--- src/rtl/hack_pkg.sv ---
// Shared definitions for the fetch-path program counter: default word width
// and the encoding of the next-PC select.
package hack_pkg;

  localparam int WORD_W = 16;

  localparam logic [2:0] NS_HOLD = 3'd0;
  localparam logic [2:0] NS_INC  = 3'd1;
  localparam logic [2:0] NS_LOAD = 3'd2;
  localparam logic [2:0] NS_CALL = 3'd3;
  localparam logic [2:0] NS_RET  = 3'd4;
  localparam logic [2:0] NS_TRAP = 3'd5;

endpackage

--- src/rtl/pc_call_stack_if.sv ---
// Control/status bundle between the fetch sequencer (master) and the
// program counter with return stack (slave).
interface pc_call_stack_if #(
  parameter int WIDTH = 16,
  parameter int DEPTH = 8
);
  localparam int DW = $clog2(DEPTH + 1);

  logic [WIDTH-1:0] in;
  logic             load;
  logic             inc;
  logic             call;
  logic             ret;
  logic [WIDTH-1:0] out;
  logic [DW-1:0]    depth;
  logic             empty;
  logic             full;
  logic             err;

  modport master (
    output in, load, inc, call, ret,
    input  out, depth, empty, full, err
  );

  modport slave (
    input  in, load, inc, call, ret,
    output out, depth, empty, full, err
  );
endinterface

--- src/rtl/pc_call_stack_ret_stack.sv ---
// Return-address LIFO: register-array storage with an occupancy counter.
// A push when full and a pop when empty are ignored; if both arrive in the
// same cycle, the pop wins. top is a combinational read of the newest entry.
module ret_stack #(
  parameter int WIDTH = 16,
  parameter int DEPTH = 8
) (
  input  logic                         clk,
  input  logic                         reset_n,
  input  logic                         push,
  input  logic                         pop,
  input  logic [WIDTH-1:0]             wdata,
  output logic [WIDTH-1:0]             top,
  output logic [$clog2(DEPTH+1)-1:0]   depth,
  output logic                         full,
  output logic                         empty
);
  localparam int DW = $clog2(DEPTH + 1);
  localparam int AW = (DEPTH > 1) ? $clog2(DEPTH) : 1;

  logic [DEPTH-1:0][WIDTH-1:0] mem;
  logic [DW-1:0]               cnt;
  logic [AW-1:0]               wr_idx;
  logic [AW-1:0]               rd_idx;

  assign wr_idx = AW'(cnt);
  assign rd_idx = AW'(cnt - DW'(1));
  assign empty  = (cnt == DW'(0));
  assign full   = (cnt == DW'(DEPTH));
  assign depth  = cnt;
  assign top    = empty ? '0 : mem[rd_idx];

  // Occupancy counter; entries themselves carry no reset.
  always_ff @(posedge clk) begin
    if (!reset_n) begin
      cnt <= '0;
    end else if (pop && !empty) begin
      cnt <= cnt - DW'(1);
    end else if (push && !full) begin
      cnt <= cnt + DW'(1);
    end
  end

  // Entry write at the current fill level.
  always_ff @(posedge clk) begin
    if (reset_n && push && !pop && !full) begin
      mem[wr_idx] <= wdata;
    end
  end
endmodule

--- src/rtl/pc_call_stack.sv ---
// Program counter with integrated return-address stack.
// Priority ret > call > load > inc > hold; one action per cycle.
// Optional macro PC_TRAP_EN: stack overflow/underflow forces out to TRAP_ADDR.
module pc_call_stack
  import hack_pkg::*;
#(
  parameter int                WIDTH     = WORD_W,
  parameter int                DEPTH     = 8,
  parameter logic [WIDTH-1:0]  TRAP_ADDR = '0
) (
  input  logic                 clk,
  input  logic                 reset_n,
  pc_call_stack_if.slave       bus
);
  logic [WIDTH-1:0] pc;
  logic [WIDTH-1:0] pc_inc;
  logic [WIDTH-1:0] pc_nxt;
  logic [WIDTH-1:0] top;
  logic [2:0]       sel;
  logic             push;
  logic             pop;
  logic             err;
  logic             err_set;
  logic             st_full;
  logic             st_empty;

  assign pc_inc  = pc + WIDTH'(1);
  assign bus.out = pc;
  assign bus.err = err;
  assign bus.full  = st_full;
  assign bus.empty = st_empty;

  ret_stack #(.WIDTH(WIDTH), .DEPTH(DEPTH)) u_stack (
    .clk     (clk),
    .reset_n (reset_n),
    .push    (push),
    .pop     (pop),
    .wdata   (pc_inc),
    .top     (top),
    .depth   (bus.depth),
    .full    (st_full),
    .empty   (st_empty)
  );

  // Priority encode the request into a next-PC select and stack strobes.
  always_comb begin
    sel     = NS_HOLD;
    push    = 1'b0;
    pop     = 1'b0;
    err_set = 1'b0;
    if (bus.ret) begin
      if (st_empty) begin
        err_set = 1'b1;
`ifdef PC_TRAP_EN
        sel     = NS_TRAP;
`else
        sel     = NS_HOLD;
`endif
      end else begin
        pop = 1'b1;
        sel = NS_RET;
      end
    end else if (bus.call) begin
      if (st_full) begin
        err_set = 1'b1;
`ifdef PC_TRAP_EN
        sel     = NS_TRAP;
`else
        sel     = NS_CALL;
`endif
      end else begin
        push = 1'b1;
        sel  = NS_CALL;
      end
    end else if (bus.load) begin
      sel = NS_LOAD;
    end else if (bus.inc) begin
      sel = NS_INC;
    end
  end

  // Next-PC mux.
  always_comb begin
    pc_nxt = pc;
    case (sel)
      NS_INC:  pc_nxt = pc_inc;
      NS_LOAD: pc_nxt = bus.in;
      NS_CALL: pc_nxt = bus.in;
      NS_RET:  pc_nxt = top;
      NS_TRAP: pc_nxt = TRAP_ADDR;
      default: pc_nxt = pc;
    endcase
  end

  // PC register and sticky fault flag.
  always_ff @(posedge clk) begin
    if (!reset_n) begin
      pc  <= '0;
      err <= 1'b0;
    end else begin
      pc <= pc_nxt;
      if (err_set) err <= 1'b1;
    end
  end
endmodule

--- src/flat_wrapper.sv ---
// flat-port wrapper written by rule: the top's interface ports become plain ports
module pc_call_stack_flat import hack_pkg::*;
#(
  parameter int                WIDTH     = WORD_W,
  parameter int                DEPTH     = 8,
  parameter logic [WIDTH-1:0]  TRAP_ADDR = '0
)
  (clk, reset_n, bus_in, bus_load, bus_inc, bus_call, bus_ret, bus_out, bus_depth, bus_empty, bus_full, bus_err);
  pc_call_stack_if #(.WIDTH(WIDTH), .DEPTH(DEPTH)) bus_i ();
  input  logic clk;
  input  logic reset_n;
  input wire logic [$bits(bus_i.in)-1:0] bus_in;
  input wire logic [$bits(bus_i.load)-1:0] bus_load;
  input wire logic [$bits(bus_i.inc)-1:0] bus_inc;
  input wire logic [$bits(bus_i.call)-1:0] bus_call;
  input wire logic [$bits(bus_i.ret)-1:0] bus_ret;
  output wire logic [$bits(bus_i.out)-1:0] bus_out;
  output wire logic [$bits(bus_i.depth)-1:0] bus_depth;
  output wire logic [$bits(bus_i.empty)-1:0] bus_empty;
  output wire logic [$bits(bus_i.full)-1:0] bus_full;
  output wire logic [$bits(bus_i.err)-1:0] bus_err;
  assign bus_i.in = bus_in;
  assign bus_i.load = bus_load;
  assign bus_i.inc = bus_inc;
  assign bus_i.call = bus_call;
  assign bus_i.ret = bus_ret;
  assign bus_out = bus_i.out;
  assign bus_depth = bus_i.depth;
  assign bus_empty = bus_i.empty;
  assign bus_full = bus_i.full;
  assign bus_err = bus_i.err;
  pc_call_stack #(.WIDTH(WIDTH), .DEPTH(DEPTH), .TRAP_ADDR(TRAP_ADDR)) u_core (.clk(clk), .reset_n(reset_n), .bus(bus_i));
endmodule
--- config.mk ---
export PLATFORM = sky130hd
export DESIGN_NAME = pc_call_stack_flat
export DESIGN_NICKNAME = d
export VERILOG_FILES = /design/src/rtl/hack_pkg.sv /design/src/rtl/pc_call_stack_if.sv /design/src/rtl/pc_call_stack_ret_stack.sv /design/src/rtl/pc_call_stack.sv /design/src/flat_wrapper.sv
export SDC_FILE = /design/constraint.sdc
export NUM_CORES = 1
export LEC_CHECK = 0
export CAP_MARGIN = 10
export CORE_UTILIZATION = 53
export CTS_CLUSTER_SIZE = 40
export DETAILED_ROUTE_END_ITERATION = 10
export HOLD_SLACK_MARGIN = 0.08
export PLACE_DENSITY = 0.78
export SETUP_SLACK_MARGIN = 0.4
export SLEW_MARGIN = 10
export SYNTH_ARGS = -nofsm -noshare
export SYNTH_HDL_FRONTEND = slang
export SYNTH_HIERARCHICAL = 1
export SYNTH_SLANG_ARGS = --single-unit
--- constraint.sdc ---
create_clock -name clk -period 4.6 [get_ports clk]
set_clock_uncertainty 0.1 [all_clocks]
set_input_delay 0.46 -clock clk [delete_from_list [all_inputs] [get_ports clk]]
set_output_delay 0.46 -clock clk [all_outputs]
set_load 0.01 [all_outputs]
# Word level (Yosys, flattened, before mapping)

Index checks and enable logic that the tools add are counted.

Shift operators: 0
Order comparisons: 3
Muxes and demuxes: 23
$mul: 0
Bitwise operators: 0
Divide/modulo/power cells: 0
Reduce and logical (&&, ||, !) cells: 13
Eq/ne operators: 6
Add/subtract/negate cells: 3

Operators by type and width:

| cell                                                                                 | count |
|---|---|
| 128-bit bitwise mux                                                                  | 1 |
| 16-bit one-hot mux with 4 select lines                                               | 1 |
| 16-bit binary-select mux with 3-bit select                                           | 1 |
| 16-bit demux with 3-bit select                                                       | 1 |
| 16-bit two-way mux                                                                   | 3 |
| 16-bit by 1-bit adder with 16-bit output (second input constant)                     | 1 |
| 3-bit two-way mux                                                                    | 4 |
| 1-bit two-way mux                                                                    | 10 |
| 3-bit by 4-bit less-than comparator with 1-bit output (second input constant)        | 2 |
| 4-bit two-way mux                                                                    | 2 |
| 3-bit by 2-bit equality test with 1-bit output (second input constant)               | 2 |
| 3-bit equality test (second input constant)                                          | 2 |
| 1-bit logical AND                                                                    | 6 |
| 4-bit by 1-bit adder with 4-bit output (second input constant)                       | 1 |
| 4-bit equality test (second input constant)                                          | 1 |
| 4-bit zero test                                                                      | 1 |
| 4-bit nonzero test                                                                   | 1 |
| 4-bit by 1-bit subtractor with 4-bit output (second input constant)                  | 1 |
| 3-bit by 1-bit equality test with 1-bit output (second input constant)               | 1 |
| 3-bit by 1-bit greater-or-equal comparator with 1-bit output (second input constant) | 1 |
| 1-bit zero test                                                                      | 3 |
| 2-bit nonzero test                                                                   | 1 |
| 2-bit OR reduction                                                                   | 1 |

Output and inout port bits: 23
Bits in latches: 0
Memory bits (writable): 0
Flip-flop bits (word level): 149
Word-level logic and storage cells: 59
Memories kept: 0
ROM bits: 0

# Longest topological paths before layout

Gate-level depths: netlist of run 1.

Depth in word-level cells: 7
Mapped depth: 15
Mapped depth without buffers: 9

# Hierarchy

The synthesis of run 1 kept the hierarchy.

Modules (own cells, without submodules):

| module        | times used | area each (um2) | cells each |
|---|---|---|---|
| ret_stack     | 1          | 5287.6          | 274 |
| pc_call_stack | 1          | 1283.7          | 161 |

# Least setup slack after synthesis of run 1

OpenSTA, ideal clock, no wires.

Path kind: register -> register
Start point: reg u_core.u_stack.cnt[0], in the netlist u_core/u_stack/depth[0]
End point: reg u_core/u_stack/mem[0] (netlist bit) (enable)
Library setup time: 0.400 ns
Stages on the path, launching flop included: 15
Clock period less this slack: 4.602 ns
Buffers on the path: 7
Arrival time: 4.103 ns
Slack: -0.002 ns
Required time: 4.100 ns
Path through: dfxtp_1 buf_2 inv_1 ha_1 buf_2 nand2b_4 nor2_1 clkbuf_1 nor2b_1 buf_2 clkbuf_1 clkbuf_1 or4b_4 buf_6 nor4_2

Elaborated cells between the ends (all ways): 12

RTL lines:

| item                            | RTL line                      | RTL |
|---|---|---|
| from (decl)                     | pc_call_stack_ret_stack.sv:22 | `logic [DW-1:0] cnt;` |
| from (signal assigned)          | pc_call_stack_ret_stack.sv:38 | `cnt <= cnt - DW'(1);` |
| from (signal assigned)          | pc_call_stack_ret_stack.sv:40 | `cnt <= cnt + DW'(1);` |
| 4-bit zero test                 | pc_call_stack_ret_stack.sv:28 | `assign empty = (cnt == DW'(0));` |
| via bus_empty                   | flat_wrapper.sv:19            | `output wire logic [$bits(bus_i.empty)-1:0] bus_empty;` |
| 1-bit two-way mux               | pc_call_stack.sv:52           | `if (st_empty) begin` |
| 1-bit two-way mux               | pc_call_stack.sv:51           | `if (bus.ret) begin` |
| via u_core.pop                  | pc_call_stack.sv:21           | `logic pop;` |
| 1-bit zero test                 | pc_call_stack_ret_stack.sv:46 | `if (reset_n && push && !pop && !full) begin` |
| 1-bit logical AND (2 in series) | pc_call_stack_ret_stack.sv:46 |  |
| to (signal, indexed assignment) | pc_call_stack_ret_stack.sv:47 | `mem[wr_idx] <= wdata;` |
| to (decl)                       | pc_call_stack_ret_stack.sv:21 | `logic [DEPTH-1:0][WIDTH-1:0] mem;` |

The timed path passes the listed nets, and every way through them passes these cells.
A chain may end at the register's enable or synchronous reset.

# Worst setup path in the final report of run 1

Start point: reg u_core.u_stack.cnt[1], in the netlist u_core/u_stack/depth[1]
End point: reg u_core/u_stack/mem[60] (netlist bit) (enable)

Longest elaborated chain between the ends: 7
Elaborated cells between the ends (all ways): 12

RTL lines:

| item                            | RTL line                      | RTL |
|---|---|---|
| 4-bit equality test             | pc_call_stack_ret_stack.sv:29 | `assign full = (cnt == DW'(DEPTH));` |
| 1-bit two-way mux               | pc_call_stack.sv:64           | `if (st_full) begin` |
| 1-bit two-way mux               | pc_call_stack.sv:63           | `end else if (bus.call) begin` |
| 1-bit two-way mux               | pc_call_stack.sv:51           |  |
| via u_core.push                 | pc_call_stack.sv:20           | `logic push;` |
| 1-bit logical AND (3 in series) | pc_call_stack_ret_stack.sv:46 |  |

The timed path passes the listed nets, and every way through them passes these cells.

==> key figures, run 1 <==
Outcome
  • Status: complete, but fails checks
  • Failing checks: design-rule violations

Worst setup path
  • Nature of the critical path startpoint: flip-flop
  • CP arrival: 3.93 ns
  • R2R depth: 8
  • Critical Path Sink Type: flip-flop
  • Crit-path max cell delay: 0.72 ns
  • CP Cell Sequence: inv_1 -> ha_1 -> nand2b_4 -> nor2_2 -> nor3b_1 -> inv_1 -> or4b_4 -> nor3_4
  • CP most frequent cell: inv_1
  • Worst-path maximum fanout: 16
  • Slowest stage cell, crit path: nor3_4
  • CP required: 4.54 ns
  • CP Class: flip-flop to flip-flop

Pwr
  • VDD IR max: 314 µV
  • Leak pwr: 2.55 nW
  • Pwr per Cell Area: 545 nW/µm²

Clocking
  • Clk_lat worst skew: 0.42 ns
  • Post_cts resized: 0
  • Clock Root Buffer: clkbuf_16
  • CTS max path bufs: 2
  • Maximum level of the CTS H-tree: 4
  • # clock sinks: 149
  • CTS buffer count: 17
  • Clk slew on worst S/H paths: 0.06 ns
  • CTS tree: yes

Route
  • Met1 WL: 5990 µm
  • DRC: 1
  • DR vias/cell: 6.45
  • Routed wl met2: 8280 µm
  • Starting DRT DRC Count: 466
  • WL/cell: 24.6 µm
  • Routed Antenna Nets: 0
  • Top Layer Used: met4
  • Total routed wirelength: 16400 µm
  • Met3 WL: 1540 µm
  • Drt pass-1 iters: 10
  • Vias: 4307

Cells and area
  • Finished Layout Cells: 668
  • Layout overhead on the synthesized area: 18.6%
  • Ratio of cells with drive above 1 in the final layout: 20.4%
  • Fill cells: 830
  • Final core occ: 64.6%
  • Final net count: 512
  • Ant diodes: 0

Hold path
  • Hold Path Stages: 2
  • Tightest Hold Check Type: flip-flop to flip-flop

Timing
  • Setup TNS Final: 0 ns
  • Final min period: 3.98 ns
  • Worst-margin pin slew: 1.05 ns
  • RSZ-0062 raised after global routing: false
  • WHS: 0.415 ns
  • Final slew viol count: 0
  • Highest achievable clock rate: 251 MHz
  • Setup ws final: 0.618 ns
  • Final-report hold violation count: 0
  • Fin crit share: 86.6%
  • Relative slew slack: 29.4%
  • Setup violators final: 0

Floorplan
  • Die X: 113 µm
  • Core Area: 12100 µm²
  • Initial core utilization: 54.5%
  • Die Y: 113 µm
  • Die Area: 12800 µm²
  • Num rows: 40
  • # IOs: 45

Placement
  • I/O Buffers: 44
  • RePlAce Congestion: 0.891
  • Setup slack at placement: 0.627 ns
  • Final HPWL DP: 10700 µm
  • Placed insts: 635

Yosys
  • Top_reg_cell synth: edfxtp_1
  • FF+latch count, synth: 149
  • Netlist cell types: 60
  • Yosys top cell by area: edfxtp_1
  • Yosys warning count: 6
  • Share of the synthesized area in the top cell type: 58.5%
  • Synth Instances: 435
  • Synthesized area per cell: 15.1 µm²
  • Mapped Nets: 460
  • Post-Syn Area: 6570 µm²
  • FFs w/ async S/R, synth: 0%
  • Main area contributors after synthesis: edfxtp_1 58%, mux4_2 11%, dfxtp_1 6.4%, nand2_1 2.5%, a21oi_1 2.0%
  • Most common cell in the synthesized netlist: edfxtp_1
  • EDFF count, synth: 128
  • Top post-synthesis cells by count: 128 x edfxtp_1, 44 x nand2_1, 32 x mux4_2
  • Seq/Total Area, Yosys: 64.9%

Global route
  • Largest net degree at the start of global routing: 40
  • Grt ovf: 0
  • Initial antenna violation count: 0
  • Number of global-route vias before repair: 4274
  • All-Layer GR Usage: 27.6%
  • First-pass GRT wire length: 24800 µm

Job
  • Total of max-cap violations: 0
[flip-flops by register name, indices dropped and copies added, names as in the netlist]
| register | count |
|---|---|
| u_core/bus.out | 16 |
| u_core/u_stack/depth | 4 |
| u_core/u_stack/mem | 128 |
| u_core/bus.err | 1 |
[cells by family (layout without fill, tap and decap cells)]
logic type	Yosys count	count (layout)	share of synthesized area, %
xor+xnor	16	16	2.13
buf+inv	36	101	2.70
compound gates	83	83	8.40
mux	36	36	11.6
simple gates	112	112	9.71
fa+ha+maj	3	3	0.571
flops	149	149	64.9
[layout make-up]
class	instances	area, µm²	share of cell area, %
Clock buffer	23	468	6.00
Tap cell	168	210	2.70
Timing Repair Buffer	60	561	7.19
Clock inverter	9	56.3	0.722
Multi-Input combinational cell	250	2200	28.2
Sequential cell	149	4270	54.7
Inverter	9	33.8	0.433
[layer usage]
layer  global-route usage, %  vias up
li1                        -     1832
met1                    34.0     2154
met2                    46.1      272
met3                    6.64       49
met4                    13.2        0
met5                       0        -
[through the flow]
stage / power (mW) / cell area (µm²)
floorplan: 2.59 / 6640
CTS: 4.24 / 7790
global route: 4.40 / 7790
detailed placement: 3.02 / 7260
finish: 4.25 / 7790
global placement: 2.98 / 7260
[worst paths after layout]
kind                                        startpoint                                to  slack (ns)
setup / recovery  u_core/u_stack/depth[1]$_SDFFE_PN0P_  u_core/u_stack/mem[60]$_DFFE_PP_        0.62
hold / removal             u_core/bus.err$_SDFFE_PN0P_       u_core/bus.err$_SDFFE_PN0P_        0.41
setup reg to reg  u_core/u_stack/depth[1]$_SDFFE_PN0P_  u_core/u_stack/mem[60]$_DFFE_PP_        0.62
hold reg to reg            u_core/bus.err$_SDFFE_PN0P_       u_core/bus.err$_SDFFE_PN0P_        0.41
[critical path, delay by kind of cell (launching register included)]
family / cells / cell delay, ns
and+or+nand+nor: 5 / 2.03
buffers and inverters: 2 / 0.39
adders and majority gates: 1 / 0.39
DFF: 1 / 0.68
[cells in the final DEF, fill, tap and decap left out, types with 4 or more instances in the layout]
cell type        netlist  routed
xor2_1                 7       7
inv_1                  9       9
a22oi_1               11      11
nor4_4                 0       6
nand2_1               44      44
o21ai_0               12      12
xnor2_1                9       9
dfxtp_1               21      20
mux4_2                32      32
nand4_1                7       7
clkbuf_16              0      17
clkinv_2               0       5
nor3_1                 4       4
edfxtp_1             128     128
clkbuf_1              11       4
nand3_1                6       6
a31oi_1                5       5
nor2_1                10       9
a21oi_1               26      26
buf_4                  4      16
clkdlybuf4s50_1        0      44
[timing repair]
item / CTS / global route
setup endpoints to repair: 0 / 6
hold buffers: 0 / 0
setup buffers: 0 / 1
[power by group]
part	switching [mW]	internal [mW]	leakage [nW]
combinational	0.811	0.548	0.948
clock	0.512	0.712	0.253
sequential	0.0816	1.58	1.35
(Power assumes the default switching activity.)
==> run 2, diff against run 1 <==
CORE_UTILIZATION = 25   (was 53)
PLACE_DENSITY = 0.44   (was 0.78)
==> run 2 against run 1 <==
Net effect:
- the flow now finishes without violations
- sequential share of layout area down 1.8 points
- critical path type unchanged
- critical endpoint is now u_core/u_stack/mem[2]$_DFFE_PP_
- largest cell class unchanged
- wire length rose by 16%
- non-clock buffer count is the same
==> key figures, run 2 (synthesized netlist as in run 1, its figures left out) <==
Clocking
  • Post-CTS setup buffer count: 0
  • # clock sinks: 149
  • CTS tree: yes
  • Clock Root Buffer: clkbuf_16
  • Clk_lat worst skew: 0.42 ns
  • Maximum level of the CTS H-tree: 4
  • Clk slew on worst S/H paths: 0.06 ns
  • CTS max path bufs: 2
  • CTS buffer count: 17
  • CTS hold repair buffers: 0
  • Post_cts resized: 0

Route
  • DR vias/cell: 4.96
  • DRC: 0
  • Vias: 4102
  • Routed Antenna Nets: 0
  • Total routed wirelength: 19000 µm
  • Starting DRT DRC Count: 402
  • Drt pass-1 iters: 5
  • WL/cell: 23.0 µm

Worst setup path
  • Nature of the critical path startpoint: flip-flop
  • Critical Path Sink Type: flip-flop
  • CP Cell Sequence: inv_1 -> ha_1 -> nand2b_4 -> nor2_2 -> nor3b_1 -> inv_1 -> or4b_4 -> nor4_4 -> buf_4
  • R2r startpoint: u_core/u_stack/depth[1]$_SDFFE_PN0P_
  • CP startpoint: u_core/u_stack/depth[1]$_SDFFE_PN0P_
  • Slowest stage cell, crit path: dfxtp_1
  • Crit-path max cell delay: 0.68 ns
  • Reg2reg setup slack: 0.87 ns
  • Worst-path maximum fanout: 16
  • CP required: 4.60 ns
  • CP most frequent cell: inv_1
  • CP Class: flip-flop to flip-flop
  • CP arrival: 3.73 ns

Timing
  • Setup TNS Final: 0 ns
  • Final min period: 3.73 ns
  • Worst-margin pin slew: 0.977 ns
  • Final slew viol count: 0
  • Highest achievable clock rate: 268 MHz
  • RSZ-0062 raised after global routing: false
  • Setup violators final: 0
  • Final-report hold violation count: 0
  • Relative slew slack: 34.4%
  • Fin crit share: 81.0%

Cells and area
  • Commonest non-fill, non-tap cell in the layout: edfxtp_1
  • Largest reg by FF count: u_core/u_stack/mem
  • Fill cells: 2489
  • Max FFs per register: 128
  • Most frequent cells in the layout: 128 x edfxtp_1, 44 x clkdlybuf4s50_1, 44 x nand2_1
  • Ant diodes: 0
  • Final core occ: 31.6%
  • Ratio of cells with drive above 1 in the final layout: 20.7%
  • Final net count: 512
  • Layout overhead on the synthesized area: 22.7%

Global route
  • All-Layer GR Usage: 15.0%
  • Number of global-route vias before repair: 4213
  • First-pass GRT wire length: 28300 µm
  • Largest net degree at the start of global routing: 40
  • Initial antenna violation count: 0
  • Grt ovf: 0

Placement
  • Final HPWL DP: 13300 µm
  • I/O Buffers: 44
  • RePlAce Congestion: 0.773

Floorplan
  • Initial core utilization: 25.8%
  • Core Area: 25500 µm²
  • Num rows: 58
  • Die X: 164 µm
  • Die Area: 26900 µm²
  • # IOs: 45
  • Die Y: 164 µm

Pwr
  • VDD IR max: 243 µV
  • Leak pwr: 2.59 nW
  • Pwr per Cell Area: 559 nW/µm²

Hold path
  • Hold Startpoint: u_core/bus.err$_SDFFE_PN0P_
  • Tightest Hold Check Type: flip-flop to flip-flop

Outcome
  • Status: finished clean

Job
  • Total of max-cap violations: 0
## run 2: cell types whose count changed in the layout (fill, tap and decap cells not counted), sizes merged
cell	previous run	this run
bufinv	0	3
clkbuf	23	17
clkinvlp	3	1
inv	9	11
## run 2: metrics by stage
stage | cells | power, mW | hold slack, ns | instance area, µm² | worst slack [ns]
2_1_floorplan | 435 | 2.59 | 0.431 | 6640 | 0.400
3_3_place_gp | 798 | 3.17 | 0.437 | 7480 | 0.997
3_5_place_dp | 798 | 3.18 | 0.435 | 7480 | 0.922
4_1_cts | 827 | 4.57 | 0.444 | 8060 | 0.881
5_1_grt | 827 | 4.70 | 0.466 | 8060 | 0.637
6_report | 827 | 4.50 | 0.442 | 8060 | 0.874
## run 2: report_power, final
group / switching, mW / total [mW] / internal [mW]
combinational: 0.891 / 1.45 / 0.557
clock: 0.540 / 1.38 / 0.845
sequential: 0.0891 / 1.67 / 1.58
## run 2: critical path: cells and delay by family, from the launching register on
family | cells | cell delay, ns
adder cells (fa/ha/maj) | 1 | 0.38
buffers and inverters | 3 | 0.68
flip-flops | 1 | 0.68
AND/OR/NAND/NOR | 5 | 1.56
## run 2: cell type report
type	count	area [µm²]	area share, %
Sequential cell	149	4270	52.9
Multi-Input combinational cell	250	2210	27.4
Timing Repair Buffer	60	561	6.95
Clock buffer	17	425	5.28
Tap cell	330	413	5.12
Clock inverter	12	155	1.92
Inverter	9	33.8	0.419
## run 2: path summary, 6_finish.rpt
path / endpoint / cells after the start
setup reg to reg: u_core/u_stack/mem[2]$_DFFE_PP_ / 9
setup / recovery: u_core/u_stack/mem[2]$_DFFE_PP_ / 9
hold / removal: u_core/bus.err$_SDFFE_PN0P_ / 2
hold reg to reg: u_core/bus.err$_SDFFE_PN0P_ / 2
## run 2: routing by layer
layer / vias up / global-route usage (%) / wire length [µm]
met4: 0 / 3.83 / 138
li1: 1821 / - / -
met3: 10 / 3.18 / 749
met2: 112 / 23.6 / 9110
met5: - / 0 / 0
met1: 2159 / 20.8 / 9030
==> run 3, diff against run 2 <==
PLACE_DENSITY = 0.42   (was 0.44)
clock period = 3.9 ns   (was 4.6 ns; I/O delays follow)
==> run 3 against run 2 <==
Net effect:
- wire length up 1.1%
- setup slack worse by 0.23 ns
- global-route usage up 0.091 points
- largest cell class unchanged
==> key figures, run 3 (synthesized netlist as in run 1, its figures left out) <==
Outcome
  • Status: finished clean

Clocking
  • Clock Root Buffer: clkbuf_16
  • Post-CTS setup buffer count: 0
  • CTS hold repair buffers: 0
  • CTS buffer count: 17
  • Maximum level of the CTS H-tree: 4
  • CTS tree: yes
  • Post_cts resized: 0
  • Clk_lat worst skew: 0.42 ns
  • # clock sinks: 149
  • CTS max path bufs: 2
  • Clk slew on worst S/H paths: 0.06 ns

Global route
  • Largest net degree at the start of global routing: 26
  • Number of global-route vias before repair: 4188
  • Grt ovf: 0
  • All-Layer GR Usage: 15.0%
  • Initial antenna violation count: 0
  • First-pass GRT wire length: 28100 µm

Route
  • Drt pass-1 iters: 5
  • Routed Antenna Nets: 0
  • Total routed wirelength: 19200 µm
  • Starting DRT DRC Count: 472
  • DR vias/cell: 4.92
  • DRC: 0
  • WL/cell: 23.1 µm
  • Vias: 4092

Worst setup path
  • Worst Path Buf+Inv: 3
  • Slowest stage cell, crit path: or4b_4
  • CP required: 3.89 ns
  • CP Class: flip-flop to flip-flop
  • CP arrival: 3.24 ns
  • Crit-path max cell delay: 0.70 ns
  • Reg2reg setup slack: 0.65 ns
  • CP delay by family, top: simple AND/OR/NAND/NOR gates
  • Nature of the critical path startpoint: flip-flop
  • CP Cell Sequence: inv_8 -> ha_4 -> nand2b_4 -> nor2_2 -> nor3b_1 -> inv_1 -> or4b_4 -> nor4_4 -> buf_4
  • Worst-path maximum fanout: 16
  • Critical Path Sink Type: flip-flop

Pwr
  • Pwr per Cell Area: 652 nW/µm²
  • VDD IR max: 352 µV
  • Total power: 5.29 mW
  • Leak pwr: 2.60 nW

Timing
  • RSZ-0062 raised after global routing: false
  • Worst-margin pin slew: 1.06 ns
  • Final min period: 3.25 ns
  • Final-report hold violation count: 0
  • Setup TNS Final: 0 ns
  • Highest achievable clock rate: 308 MHz
  • Setup violators final: 0
  • Relative slew slack: 29.2%
  • Fin crit share: 83.4%
  • Final slew viol count: 0

Placement
  • Final HPWL DP: 13600 µm
  • I/O Buffers: 44
  • RePlAce Congestion: 0.769

Cells and area
  • Most frequent cells in the layout: 128 x edfxtp_1, 44 x clkdlybuf4s50_1, 44 x nand2_1
  • Max FFs per register: 128
  • Final net count: 514
  • Commonest non-fill, non-tap cell in the layout: edfxtp_1
  • Largest reg by FF count: u_core/u_stack/mem
  • Ratio of cells with drive above 1 in the final layout: 21.2%
  • Ant diodes: 0
  • Layout overhead on the synthesized area: 23.3%

Floorplan
  • # IOs: 45
  • Die Y: 164 µm
  • Core Area: 25500 µm²
  • Initial core utilization: 25.8%
  • Num rows: 58
  • Die X: 164 µm
  • Die Area: 26900 µm²

Hold path
  • Tightest Hold Check Type: flip-flop to flip-flop

Job
  • Total of max-cap violations: 0
==> run 3: cell types whose count changed in the layout (fill, tap and decap cells not counted), sizes merged <==
cell / delta
buf: +2
clkbuf: +4
inv: -2
==> run 3: worst reg2reg max path: stages (launching register included) <==
cell      delay (ns)
dfxtp_2         0.57
inv_8           0.07
ha_4            0.21
nand2b_4        0.12
nor2_2          0.07
nor3b_1         0.38
inv_1           0.13
or4b_4          0.70
nor4_4          0.25
buf_4           0.31
==> run 3: per-stage QoR <==
step                std cells  hold slack, ns  worst slack (ns)  cell area, µm²  util (%)
global placement          800           0.402             0.759            7530      29.6
finish                    831           0.407             0.649            8100      31.8
detailed placement        800           0.402             0.649            7530      29.6
global route              831           0.434             0.471            8100      31.8
floorplan                 435           0.411             0.321            6760         -
CTS                       831           0.411             0.637            8100      31.8
==> run 3: power by group <==
| group | switching (mW) | internal (mW) | leakage, nW |
|---|---|---|---|
| Combinational | 1.04 | 0.681 | 0.974 |
| Clock | 0.603 | 0.997 | 0.276 |
| Sequential | 0.0942 | 1.87 | 1.35 |
| Total | 1.74 | 3.55 | 2.60 |
==> run 3: final timing paths <==
check | start | end | cells past startpoint
worst max register to register | u_core/u_stack/depth[1]$_SDFFE_PN0P_ | u_core/u_stack/mem[6]$_DFFE_PP_ | 9
worst min-delay path | u_core/bus.err$_SDFFE_PN0P_ | u_core/bus.err$_SDFFE_PN0P_ | 2
worst max-delay path | u_core/u_stack/depth[1]$_SDFFE_PN0P_ | u_core/u_stack/mem[6]$_DFFE_PP_ | 9
worst min register to register | u_core/bus.err$_SDFFE_PN0P_ | u_core/bus.err$_SDFFE_PN0P_ | 2
==> run 3: final cells by class <==
cell class                      instances  area (µm²)
Tap cell                              330         413
Fill cell                            2468       17400
Inverter                                9        48.8
Multi-Input combinational cell        250        2220
Clock inverter                         10         133
Clock buffer                           21         440
Timing Repair Buffer                   62         576
Sequential cell                       149        4270
==> run 3: layer usage <==
| metal | GRT usage (%) | share of wire, % | wire [µm] |
|---|---|---|---|
| met2 | 24.2 | 48 | 9300 |
| met1 | 20.7 | 46 | 8770 |
| met5 | 0 | 0 | 0 |
| met3 | 2.98 | 4.8 | 927 |
| met4 | 3.79 | 1.2 | 239 |
